--- src/rtl/adc_pkg.sv ---
// Shared definitions for the LTC1407A-1 capture engine: frame layout,
// sample width and FSM state encoding.
package adc_pkg;

  localparam int FRAME_LEN = 34;
  localparam int SAMPLE_W  = 14;

  // Sampled-bit positions inside the 34-bit frame (k counts rising SCK edges)
  localparam int A_MSB_IDX = 2;
  localparam int A_LSB_IDX = 15;
  localparam int B_MSB_IDX = 18;
  localparam int B_LSB_IDX = 31;

  typedef enum logic [1:0] {
    IDLE  = 2'd0,
    CONV  = 2'd1,
    SHIFT = 2'd2,
    DONE  = 2'd3
  } state_t;

  // True when bit index idx lies within the inclusive range [lo, hi]
  function automatic logic in_range(input logic [5:0] idx, input int lo, input int hi);
    return (int'(idx) >= lo) && (int'(idx) <= hi);
  endfunction

endpackage

--- src/rtl/adc_capture_if.sv ---
// Controller handshake plus ADC serial pins of the capture engine.
// slave = capture engine side, master = controller/ADC side.
interface adc_capture_if;
  import adc_pkg::*;

  logic                adc_trig;
  logic                adc_done;
  logic [SAMPLE_W-1:0] adc_a;
  logic [SAMPLE_W-1:0] adc_b;
  logic                busy;
  logic                ad_conv;
  logic                spi_sck;
  logic                spi_miso;

  modport slave (
    input  adc_trig, spi_miso,
    output adc_done, adc_a, adc_b, busy, ad_conv, spi_sck
  );

  modport master (
    output adc_trig, spi_miso,
    input  adc_done, adc_a, adc_b, busy, ad_conv, spi_sck
  );

endinterface

--- src/rtl/sck_gen.sv ---
// SPI clock generator: while enabled, produces SCK with CLK_DIV cycles low
// then CLK_DIV cycles high, a strobe in the first high cycle, and a flag in
// the last cycle of each period. Held low and cleared when disabled.
module sck_gen #(
  parameter int CLK_DIV = 2
) (
  input  logic CLK50MHZ,
  input  logic RST,
  input  logic i_en,
  output logic o_sck,
  output logic o_rise_en,
  output logic o_period_end
);

  localparam int               CNT_W    = $clog2(CLK_DIV) + 1;
  localparam logic [CNT_W-1:0] CNT_LAST = CNT_W'(CLK_DIV - 1);

  logic [CNT_W-1:0] r_cnt;
  logic             r_sck;
  logic             r_rise;
  logic             w_wrap;

  assign w_wrap = i_en && (r_cnt == CNT_LAST);

  // Half-period counter; SCK toggles each time it wraps
  always_ff @(posedge CLK50MHZ) begin
    if (RST || !i_en) begin
      r_cnt  <= '0;
      r_sck  <= 1'b0;
      r_rise <= 1'b0;
    end else begin
      r_cnt  <= w_wrap ? '0 : r_cnt + CNT_W'(1);
      r_rise <= w_wrap && !r_sck;
      if (w_wrap) r_sck <= ~r_sck;
    end
  end

  assign o_sck        = r_sck;
  assign o_rise_en    = r_rise;
  assign o_period_end = w_wrap && r_sck;

endmodule

--- src/rtl/adc_capture.sv ---
// LTC1407A-1 capture engine: on a trigger, strobes AD_CONV, clocks one
// 34-bit SPI frame and presents both 14-bit channels with a one-cycle done.
// Sample bits are passed through untouched (no sign extension).
module adc_capture
  import adc_pkg::*;
#(
  parameter int CLK_DIV   = 2,
  parameter int FRAME_LEN = adc_pkg::FRAME_LEN
) (
  input logic          CLK50MHZ,
  input logic          RST,
  adc_capture_if.slave bus
);

  localparam int                CONV_LEN  = 2 * CLK_DIV;
  localparam int                CONV_W    = $clog2(CONV_LEN) + 1;
  localparam logic [CONV_W-1:0] CONV_LAST = CONV_W'(CONV_LEN - 1);
  localparam logic [5:0]        BIT_LAST  = 6'(FRAME_LEN - 1);

  state_t              r_state;
  state_t              w_next;
  logic [CONV_W-1:0]   r_conv_cnt;
  logic [5:0]          r_bit_cnt;
  logic [SAMPLE_W-1:0] r_sh_a;
  logic [SAMPLE_W-1:0] r_sh_b;
  logic [SAMPLE_W-1:0] r_adc_a;
  logic [SAMPLE_W-1:0] r_adc_b;
  logic                r_ad_conv;
  logic                r_busy;
  logic                r_done;
  logic                w_conv_nxt;
  logic                w_busy_nxt;
  logic                w_done_nxt;
  logic                w_sck_en;
  logic                w_sck;
  logic                w_rise_en;
  logic                w_period_end;

  assign w_sck_en = (r_state == SHIFT);

  sck_gen #(
    .CLK_DIV (CLK_DIV)
  ) u_sck_gen (
    .CLK50MHZ     (CLK50MHZ),
    .RST          (RST),
    .i_en         (w_sck_en),
    .o_sck        (w_sck),
    .o_rise_en    (w_rise_en),
    .o_period_end (w_period_end)
  );

  // State register
  always_ff @(posedge CLK50MHZ) begin
    if (RST) r_state <= IDLE;
    else     r_state <= w_next;
  end

  // Next-state decode; outputs are registered from the next state so they
  // line up with the state they belong to and leave the block glitch-free
  always_comb begin
    w_next = r_state;
    unique case (r_state)
      IDLE:    if (bus.adc_trig) w_next = CONV;
      CONV:    if (r_conv_cnt == CONV_LAST) w_next = SHIFT;
      SHIFT:   if (w_period_end && (r_bit_cnt == BIT_LAST)) w_next = DONE;
      DONE:    w_next = IDLE;
      default: w_next = IDLE;
    endcase
    w_conv_nxt = (w_next == CONV);
    w_busy_nxt = (w_next != IDLE);
    w_done_nxt = (w_next == DONE);
  end

  // Conversion-strobe length counter, cleared outside CONV
  always_ff @(posedge CLK50MHZ) begin
    if (RST || (r_state != CONV)) r_conv_cnt <= '0;
    else                          r_conv_cnt <= r_conv_cnt + CONV_W'(1);
  end

  // SCK period index; advances at the end of each period, holds at the last
  always_ff @(posedge CLK50MHZ) begin
    if (RST || (r_state != SHIFT))
      r_bit_cnt <= '0;
    else if (w_period_end && (r_bit_cnt != BIT_LAST))
      r_bit_cnt <= r_bit_cnt + 6'd1;
  end

  // Channel shift registers, MSB first; every frame rewrites all 14 bits
  always_ff @(posedge CLK50MHZ) begin
    if (w_sck_en && w_rise_en) begin
      if (in_range(r_bit_cnt, A_MSB_IDX, A_LSB_IDX))
        r_sh_a <= {r_sh_a[SAMPLE_W-2:0], bus.spi_miso};
      if (in_range(r_bit_cnt, B_MSB_IDX, B_LSB_IDX))
        r_sh_b <= {r_sh_b[SAMPLE_W-2:0], bus.spi_miso};
    end
  end

  // Registered outputs; both samples load together on entry to DONE
  always_ff @(posedge CLK50MHZ) begin
    if (RST) begin
      r_ad_conv <= 1'b0;
      r_busy    <= 1'b0;
      r_done    <= 1'b0;
      r_adc_a   <= '0;
      r_adc_b   <= '0;
    end else begin
      r_ad_conv <= w_conv_nxt;
      r_busy    <= w_busy_nxt;
      r_done    <= w_done_nxt;
      if (w_done_nxt) begin
        r_adc_a <= r_sh_a;
        r_adc_b <= r_sh_b;
      end
    end
  end

  assign bus.ad_conv  = r_ad_conv;
  assign bus.busy     = r_busy;
  assign bus.adc_done = r_done;
  assign bus.adc_a    = r_adc_a;
  assign bus.adc_b    = r_adc_b;
  assign bus.spi_sck  = w_sck;

endmodule

--- src/flat_wrapper.sv ---
// flat-port wrapper written by rule: the top's interface ports become plain ports
module adc_capture_flat import adc_pkg::*;
#(
  parameter int CLK_DIV   = 2,
  parameter int FRAME_LEN = adc_pkg::FRAME_LEN
)
  (CLK50MHZ, RST, bus_adc_trig, bus_spi_miso, bus_adc_done, bus_adc_a, bus_adc_b, bus_busy, bus_ad_conv, bus_spi_sck);
  adc_capture_if bus_i ();
  input logic CLK50MHZ;
  input logic RST;
  input wire logic [$bits(bus_i.adc_trig)-1:0] bus_adc_trig;
  input wire logic [$bits(bus_i.spi_miso)-1:0] bus_spi_miso;
  output wire logic [$bits(bus_i.adc_done)-1:0] bus_adc_done;
  output wire logic [$bits(bus_i.adc_a)-1:0] bus_adc_a;
  output wire logic [$bits(bus_i.adc_b)-1:0] bus_adc_b;
  output wire logic [$bits(bus_i.busy)-1:0] bus_busy;
  output wire logic [$bits(bus_i.ad_conv)-1:0] bus_ad_conv;
  output wire logic [$bits(bus_i.spi_sck)-1:0] bus_spi_sck;
  assign bus_i.adc_trig = bus_adc_trig;
  assign bus_i.spi_miso = bus_spi_miso;
  assign bus_adc_done = bus_i.adc_done;
  assign bus_adc_a = bus_i.adc_a;
  assign bus_adc_b = bus_i.adc_b;
  assign bus_busy = bus_i.busy;
  assign bus_ad_conv = bus_i.ad_conv;
  assign bus_spi_sck = bus_i.spi_sck;
  adc_capture #(.CLK_DIV(CLK_DIV), .FRAME_LEN(FRAME_LEN)) u_core (.CLK50MHZ(CLK50MHZ), .RST(RST), .bus(bus_i));
endmodule
--- config.mk ---
export PLATFORM = sky130hd
export DESIGN_NAME = adc_capture_flat
export DESIGN_NICKNAME = d
export VERILOG_FILES = /design/src/rtl/adc_pkg.sv /design/src/rtl/adc_capture_if.sv /design/src/rtl/sck_gen.sv /design/src/rtl/adc_capture.sv /design/src/flat_wrapper.sv
export SDC_FILE = /design/constraint.sdc
export NUM_CORES = 1
export LEC_CHECK = 0
export CORE_AREA = 2 2 80 82
export CTS_CLUSTER_DIAMETER = 150
export CTS_CLUSTER_SIZE = 10
export DETAILED_ROUTE_END_ITERATION = 16
export DIE_AREA = 0 0 82 84
export PLACE_DENSITY = 0.78
export SLEW_MARGIN = 20
export SYNTH_ARGS = -nofsm -noshare
export SYNTH_HDL_FRONTEND = slang
export SYNTH_HIERARCHICAL = 1
export SYNTH_SLANG_ARGS = --single-unit
--- constraint.sdc ---
create_clock -name CLK50MHZ -period 2.3 [get_ports CLK50MHZ]
set_input_delay 0.23 -clock CLK50MHZ [delete_from_list [all_inputs] [get_ports CLK50MHZ]]
set_output_delay 0.23 -clock CLK50MHZ [all_outputs]
set_load 0.1 [all_outputs]
---- After elaboration in Yosys (flattened, before gate mapping) ----
Cells that the tools add are included.
cells by class
  add/subtract/negate cells ............... 3
  order comparisons ....................... 4
  eq/ne operators ......................... 11
  multiplexer cells ....................... 4
  bitwise gates (word level) .............. 1
  reduce and logical (&&, ||, !) cells .... 18
operator list
  cell                   number
  $logic_and A1 B1 Y1    8
  $pmux W2 S4            1
  $add A6 B1 Y6 const B  1
  $eq A2 B1 Y1 const B   3
  $eq A2 B2 Y1 const B   3
  $eq A6 B6 Y1 const B   1
  $ge A6 B2 Y1 const B   1
  $ge A6 B5 Y1 const B   1
  $le A6 B4 Y1 const B   1
  $le A6 B5 Y1 const B   1
  $mux W2                3
  $ne A6 B6 Y1 const B   1
  $reduce_and A2 Y1      2
  $add A3 B1 Y3 const B  1
  $eq A3 B2 Y1 const B   1
  $logic_or A1 B1 Y1     3
  $add A2 B1 Y2 const B  1
  $logic_not A1 Y1       2
  $logic_not A2 Y1       1
  $ne A2 B1 Y1 const B   1
  $ne A2 B2 Y1 const B   1
  $reduce_bool A2 Y1     1
  $reduce_or A2 Y1       1
  $not A1 Y1             1
word-level totals
  flip-flop bits (word level) ............. 74
  input bits .............................. 4
  output and inout port bits .............. 32
  logic and storage cells ................. 54

---- Logic depth before layout (Yosys ltp) ----
  depth in word-level cells ............... 7
  gate-level depth with buffers ........... 7

---- By module ----
The synthesis kept the hierarchy.
by module, submodules not included
  module       instances  cells each  area each (um^2)
  adc_capture  1          218         2,757.6
  sck_gen      1          13          152.6

---- Worst setup path before layout ----
Ideal clock, no wire load.
  kind .................................... register to register
  from .................................... register u_core.r_state[0]
  to ...................................... register u_core.r_sh_a[0], enable pin
  arrival ................................. 1.747 ns
  data required time ...................... 1.897 ns
  setup slack ............................. 0.150 ns
  cell stages (with the launch flop) ...... 4
  period minus slack after synthesis ...... 2.150 ns
  cells stage by stage .................... dfxtp_1 > and2b_1 > nand3b_1 > nor3_1
between the ends
  word-level cells in the longest chain between the ends .. 3
ends and longest elaborated chain
  element                      RTL line           source
  start: declaration           adc_capture.sv:20  state_t r_state;
  start signal: assignment     adc_capture.sv:55  else r_state <= w_next;
  $eq A2 B2 Y1                 adc_capture.sv:39  assign w_sck_en = (r_state == SHIFT);
  via u_core.w_sck_en          adc_capture.sv:34  logic w_sck_en;
  $logic_and A1 B1 Y1          adc_capture.sv:90  if (w_sck_en && w_rise_en) begin
  $reduce_and A2 Y1 (no line)  n/a
  end signal: assignment       adc_capture.sv:92  r_sh_a <= {r_sh_a[SAMPLE_W-2:0], bus.spi_miso};
  end: declaration             adc_capture.sv:24  logic [SAMPLE_W-1:0] r_sh_a;
The timed path passes the listed nets, and every way through them passes these cells.
A chain may end at the register's enable or synchronous reset.

---- Worst setup path in the final report ----
  from .................................... register u_core.r_state[0]
  to ...................................... register u_core.r_adc_b[13] (netlist: u_core/bus.adc_b[13])
between the ends
  word-level cells in the longest chain between the ends .. 7
ends and longest elaborated chain
  element                  RTL line            source
  $eq A2 B2 Y1             adc_capture.sv:39
  via u_core.w_sck_en      adc_capture.sv:34
  $logic_and A1 B1 Y1      sck_gen.sv:23       assign w_wrap = i_en && (r_cnt == CNT_LAST);
  $logic_and A1 B1 Y1      sck_gen.sv:40       assign o_period_end = w_wrap && r_sck;
  via u_core.w_period_end  adc_capture.sv:37   logic w_period_end;
  $logic_and A1 B1 Y1      adc_capture.sv:65   SHIFT: if (w_period_end && (r_bit_cnt == BIT_LAST)) w_next = DONE;
  $mux W2                  adc_capture.sv:65
  $pmux W2 S4              adc_capture.sv:62   unique case (r_state)
  $eq A2 B2 Y1             adc_capture.sv:71   w_done_nxt = (w_next == DONE);
  end signal: assignment   adc_capture.sv:112  r_adc_b <= r_sh_b;
  end: declaration         adc_capture.sv:27   logic [SAMPLE_W-1:0] r_adc_b;
The timed path passes the listed nets, and every way through them passes these cells.

==> key figures <==
Synthesis
  – Largest cells by area after synthesis: sky130_fd_sc_hd__dfxtp_1 32%, sky130_fd_sc_hd__edfxtp_1 29%, sky130_fd_sc_hd__nand2b_1 12%
  – Yosys warns: 6
  – Share of async-settable or async-resettable flops after synthesis: 0
  – Area fraction of the dominant cell type after synthesis: 0.316
  – Number of enable flip-flop cells after synthesis: 28
  – Synth Register Bits: 74
  – Seq/Total Area, Yosys: 0.605
  – Number of instances in the synthesized netlist: 231
  – Cell type with the largest total area after synthesis: sky130_fd_sc_hd__dfxtp_1
  – Syn nets: about 240
  – Netlist area before placement: around 2900 um^2
  – Count of distinct cell types in the synthesized netlist: 35
  – Prevailing post-synth register cell: sky130_fd_sc_hd__dfxtp_1
  – Mean cell area of the mapped netlist: 12.6 um^2

Outcome
  – Status: completed

Floorplan
  – Area of the die: 6890 um^2
  – Number of I/O pins: 36
  – Starting density of the core: 0.477
  – Die height: roughly 84 um
  – Die width: between 80 and 90 um
  – Core area: between 6000 and 7000 um^2
  – Row cnt: 29

Detailed routing
  – Final WL: roughly 4500 um
  – Antenna viol nets, final: 0
  – Violation count after the first detailed-route iteration: approximately 100
  – WL per Instance: between 10 and 15 um
  – Via count: roughly 1700
  – Number of search-and-repair iterations in the first detailed-routing pass: 4
  – Final routed DRC violation total: 0
  – Via-to-Cell Ratio: 4.93

Hold path
  – Hold/Removal Path Class: reg2reg
  – Hold Crit Depth: 1
  – Min-delay src: u_core/r_conv_cnt[0]

Clock tree
  – Number of sinks handled by clock tree synthesis: 74
  – CTS tree: yes
  – Number of buffers created by CTS: 9
  – Count of hold buffers inserted by post-cts repair: 0
  – Max H-tree Level: 3
  – Buffers inserted during post-CTS setup optimization: 0
  – Source-to-sink clock delay at the later pin of the worst-skew pair: ~0.34 ns
  – Post-CTS sizing: 0
  – Cell at the root of the clock tree: sky130_fd_sc_hd__clkbuf_8
  – Clk pin slew, worst setup/hold paths: approximately 0.07 ns
  – Bufs on Longest Clock Path: 2

Global routing
  – All-Layer GR Usage: 0.142
  – First-pass GRT wire length: 7250 um
  – Number of antenna violations at the first check in global routing: 0
  – Maximum number of pins on one net before global-route repair: just over 60
  – Number of global-route vias before repair: 1569
  – Global-route congestion overflow total: 0

Setup path
  – Maximum fanout along the worst path: 28
  – CP bufs+invs: 0
  – Classification of the worst setup path: reg2reg
  – Setup crit end kind: flop
  – Cell family with the largest share of critical-path delay: simple AND/OR/NAND/NOR gates
  – Arrival time at the worst endpoint: around 2.2 ns
  – Required time of the critical path: between 2 and 3 ns
  – Timing endpoint of the critical path: u_core/bus.adc_b[13]
  – Minimum setup slack among reg-to-reg paths: approximately 0.35 ns
  – Worst R2R End: u_core/bus.adc_b[13]
  – Path length in cells of the critical path: 4
  – Startpoint of the worst setup timing path: u_core/r_state[0]
  – Startpoint type of the worst setup path: flop
  – Worst path cell trace: and2b_1 -> and3_2 -> and4_4 -> mux2i_1
  – Delay of the slowest cell on the worst path: around 0.59 ns
  – Reg-to-Reg Start: u_core/r_state[0]
  – Slowest library cell on the worst path: sky130_fd_sc_hd__and4_4
  – Worst Reg-to-Reg Cells: 4

Power and ir drop
  – Leakage power: between 1 and 1.5 nW
  – Maximum vdd ir drop: between 0.0006 and 0.0007 V
  – Switching component of the power: around 0.00051 W
  – Clk network pwr share: 0.456
  – Part of the total power dissipated in sequential elements: 0.517
  – Power per Cell Area: ~760 nW/um^2
  – Net switching fraction of the power: 0.196
  – Internal Power: about 0.0021 W
  – Proportion of power drawn by combinational gates: 0.027

Timing
  – Peak clock frequency supported by timing: about 0.5 GHz
  – Final max-slew violation count: 0
  – Final Setup Violations: 0
  – Final period util: 0.850
  – Final-layout worst hold slack: around 0.43 ns
  – Shortest clock period the worst path allows after layout: 1.95 ns
  – Slew at the pin closest to its max-slew limit: between 0.5 and 0.6 ns
  – Max transition margin: 0.655
  – Clk_skew: 0.0101 ns
  – Total Negative Setup Slacks: 0 ns
  – Final number of hold-violating endpoints: 0
  – RSZ-0062 raised after global routing: false

Place
  – Instance area at placement: between 3000 and 4000 um^2
  – Routability-driven placement congestion ratio: roughly 0.77
  – HPWL after detailed placement: 2820 um
  – Quantity of I/O buffers inserted on ports: 35
  – Placed cells: roughly 340

Cells and area
  – Area taken by multi-input logic gates: 1050 um^2
  – Antenna cell count: 0
  – Sequential cell area: around 1800 um^2
  – Area added between synthesis and finish: 18.9%
  – Share of layout cells above drive strength 1: 0.222
  – Final core utilization: 0.568
  – Final layout net count: between 200 and 300
  – Final design instance area without fill: 3460 um^2
  – Number of fill cells: ~530
  – Non-filler instance count after layout: between 300 and 400

Run
  – Count of max-cap constraint violations: 0
[logic make-up (layout without fill, tap and decap cells)]
kind of cell | count (synthesis) | count (layout) | synth area share
buffers and inverters | 15 | 59 | 0.0361
flip-flops | 74 | 74 | 0.605
AND/OR/NAND/NOR | 92 | 92 | 0.197
XOR/XNOR | 3 | 3 | 0.00903
AO/OA/AOI/OAI | 12 | 12 | 0.0267
adder cells (fa/ha/maj) | 6 | 6 | 0.0258
multiplexers | 29 | 29 | 0.100
[stage by stage]
| stage | setup WS [ns] | total power, W |
|---|---|---|
| 6_report | 0.346 | 0.00262 |
| 3_3_place_gp | 0.476 | 0.00146 |
| 5_1_grt | 0.213 | 0.00272 |
| 4_1_cts | 0.336 | 0.00266 |
| 3_5_place_dp | 0.389 | 0.00146 |
| 2_1_floorplan | 0.150 | 0.00144 |
[area by class of cell]
type,instances,area share
Sequential cell,74,0.509
Multi-Input combinational cell,142,0.303
Inverter,5,0.00542
Timing Repair Buffer,38,0.0846
Tap cell,77,0.0278
Clock buffer,10,0.0369
Clock inverter,6,0.0333
[power by group through the flow]
stage	clock, W	combinational, W	sequential (W)
after floorplan	0	0.0000357	0.00140
after global placement	0	0.0000700	0.00139
after detailed placement	0	0.0000706	0.00139
after CTS	0.00123	0.0000709	0.00136
after global routing	0.00129	0.0000759	0.00136
final	0.00120	0.0000699	0.00136
[state kept, by name (all words and copies together) (netlist names)]
register	count
u_core/bus.busy	1
u_core/r_conv_cnt	3
u_core/r_bit_cnt	6
u_core/r_state	2
u_core/u_sck_gen/o_rise_en	1
u_core/u_sck_gen/o_sck	1
u_core/r_sh_a	14
u_core/bus.adc_done	1
u_core/r_sh_b	14
u_core/bus.ad_conv	1
u_core/u_sck_gen/r_cnt	2
u_core/bus.adc_a	14
u_core/bus.adc_b	14
[cells in the mapped netlist, types with 2 or more instances]
cell type,instances
sky130_fd_sc_hd__nand4_1,3
sky130_fd_sc_hd__ha_1,6
sky130_fd_sc_hd__nor2_1,12
sky130_fd_sc_hd__nand2b_1,57
sky130_fd_sc_hd__buf_12,3
sky130_fd_sc_hd__xor2_1,2
sky130_fd_sc_hd__dfxtp_1,46
sky130_fd_sc_hd__nand2_1,4
sky130_fd_sc_hd__a21oi_1,6
sky130_fd_sc_hd__edfxtp_1,28
sky130_fd_sc_hd__mux2i_1,28
sky130_fd_sc_hd__clkbuf_1,6
sky130_fd_sc_hd__inv_1,5
sky130_fd_sc_hd__nor3_1,4
[how the worst min path moves through the flow]
stage / end / slack [ns]
floorplan: u_core/r_sh_a[0] / 0.33
global placement: u_core/r_conv_cnt[0] / 0.41
detailed placement: u_core/r_conv_cnt[0] / 0.42
CTS: u_core/r_conv_cnt[0] / 0.43
global route: u_core/u_sck_gen/r_cnt[0] / 0.44
finish: u_core/r_conv_cnt[0] / 0.43
[layer usage]
metal / up-vias / routed length, um / GRT usage
met1: 837 / 2170 / 0.186
met2: 29 / 2070 / 0.201
li1: 863 / - / -
met4: 0 / 68 / 0.0818
met3: 7 / 179 / 0.0498
met5: - / 0 / 0
[cells in the final DEF (no fill, tap or decap), types with 2 or more instances in the layout]
cell type / netlist / final
sky130_fd_sc_hd__nand2b_1: 57 / 57
sky130_fd_sc_hd__dfxtp_1: 46 / 46
sky130_fd_sc_hd__buf_4: 0 / 35
sky130_fd_sc_hd__mux2i_1: 28 / 28
sky130_fd_sc_hd__edfxtp_1: 28 / 28
sky130_fd_sc_hd__nor2_1: 12 / 12
sky130_fd_sc_hd__clkbuf_8: 0 / 9
sky130_fd_sc_hd__a21oi_1: 6 / 6
sky130_fd_sc_hd__ha_1: 6 / 6
sky130_fd_sc_hd__inv_1: 5 / 5
sky130_fd_sc_hd__nand2_1: 4 / 4
sky130_fd_sc_hd__bufinv_16: 0 / 3
sky130_fd_sc_hd__clkdlybuf4s50_1: 0 / 3
sky130_fd_sc_hd__nand4_1: 3 / 3
sky130_fd_sc_hd__nor3_1: 4 / 3
sky130_fd_sc_hd__clkinv_4: 0 / 2
sky130_fd_sc_hd__xor2_1: 2 / 2
[worst register-to-register path: cells and delay by family (launching register included)]
kind,cells,cell delay [ns]
DFF,1,0.35
and+or+nand+nor,3,1.22
muxes,1,0.31
No activity file was read; power rests on OpenSTA's default activity.
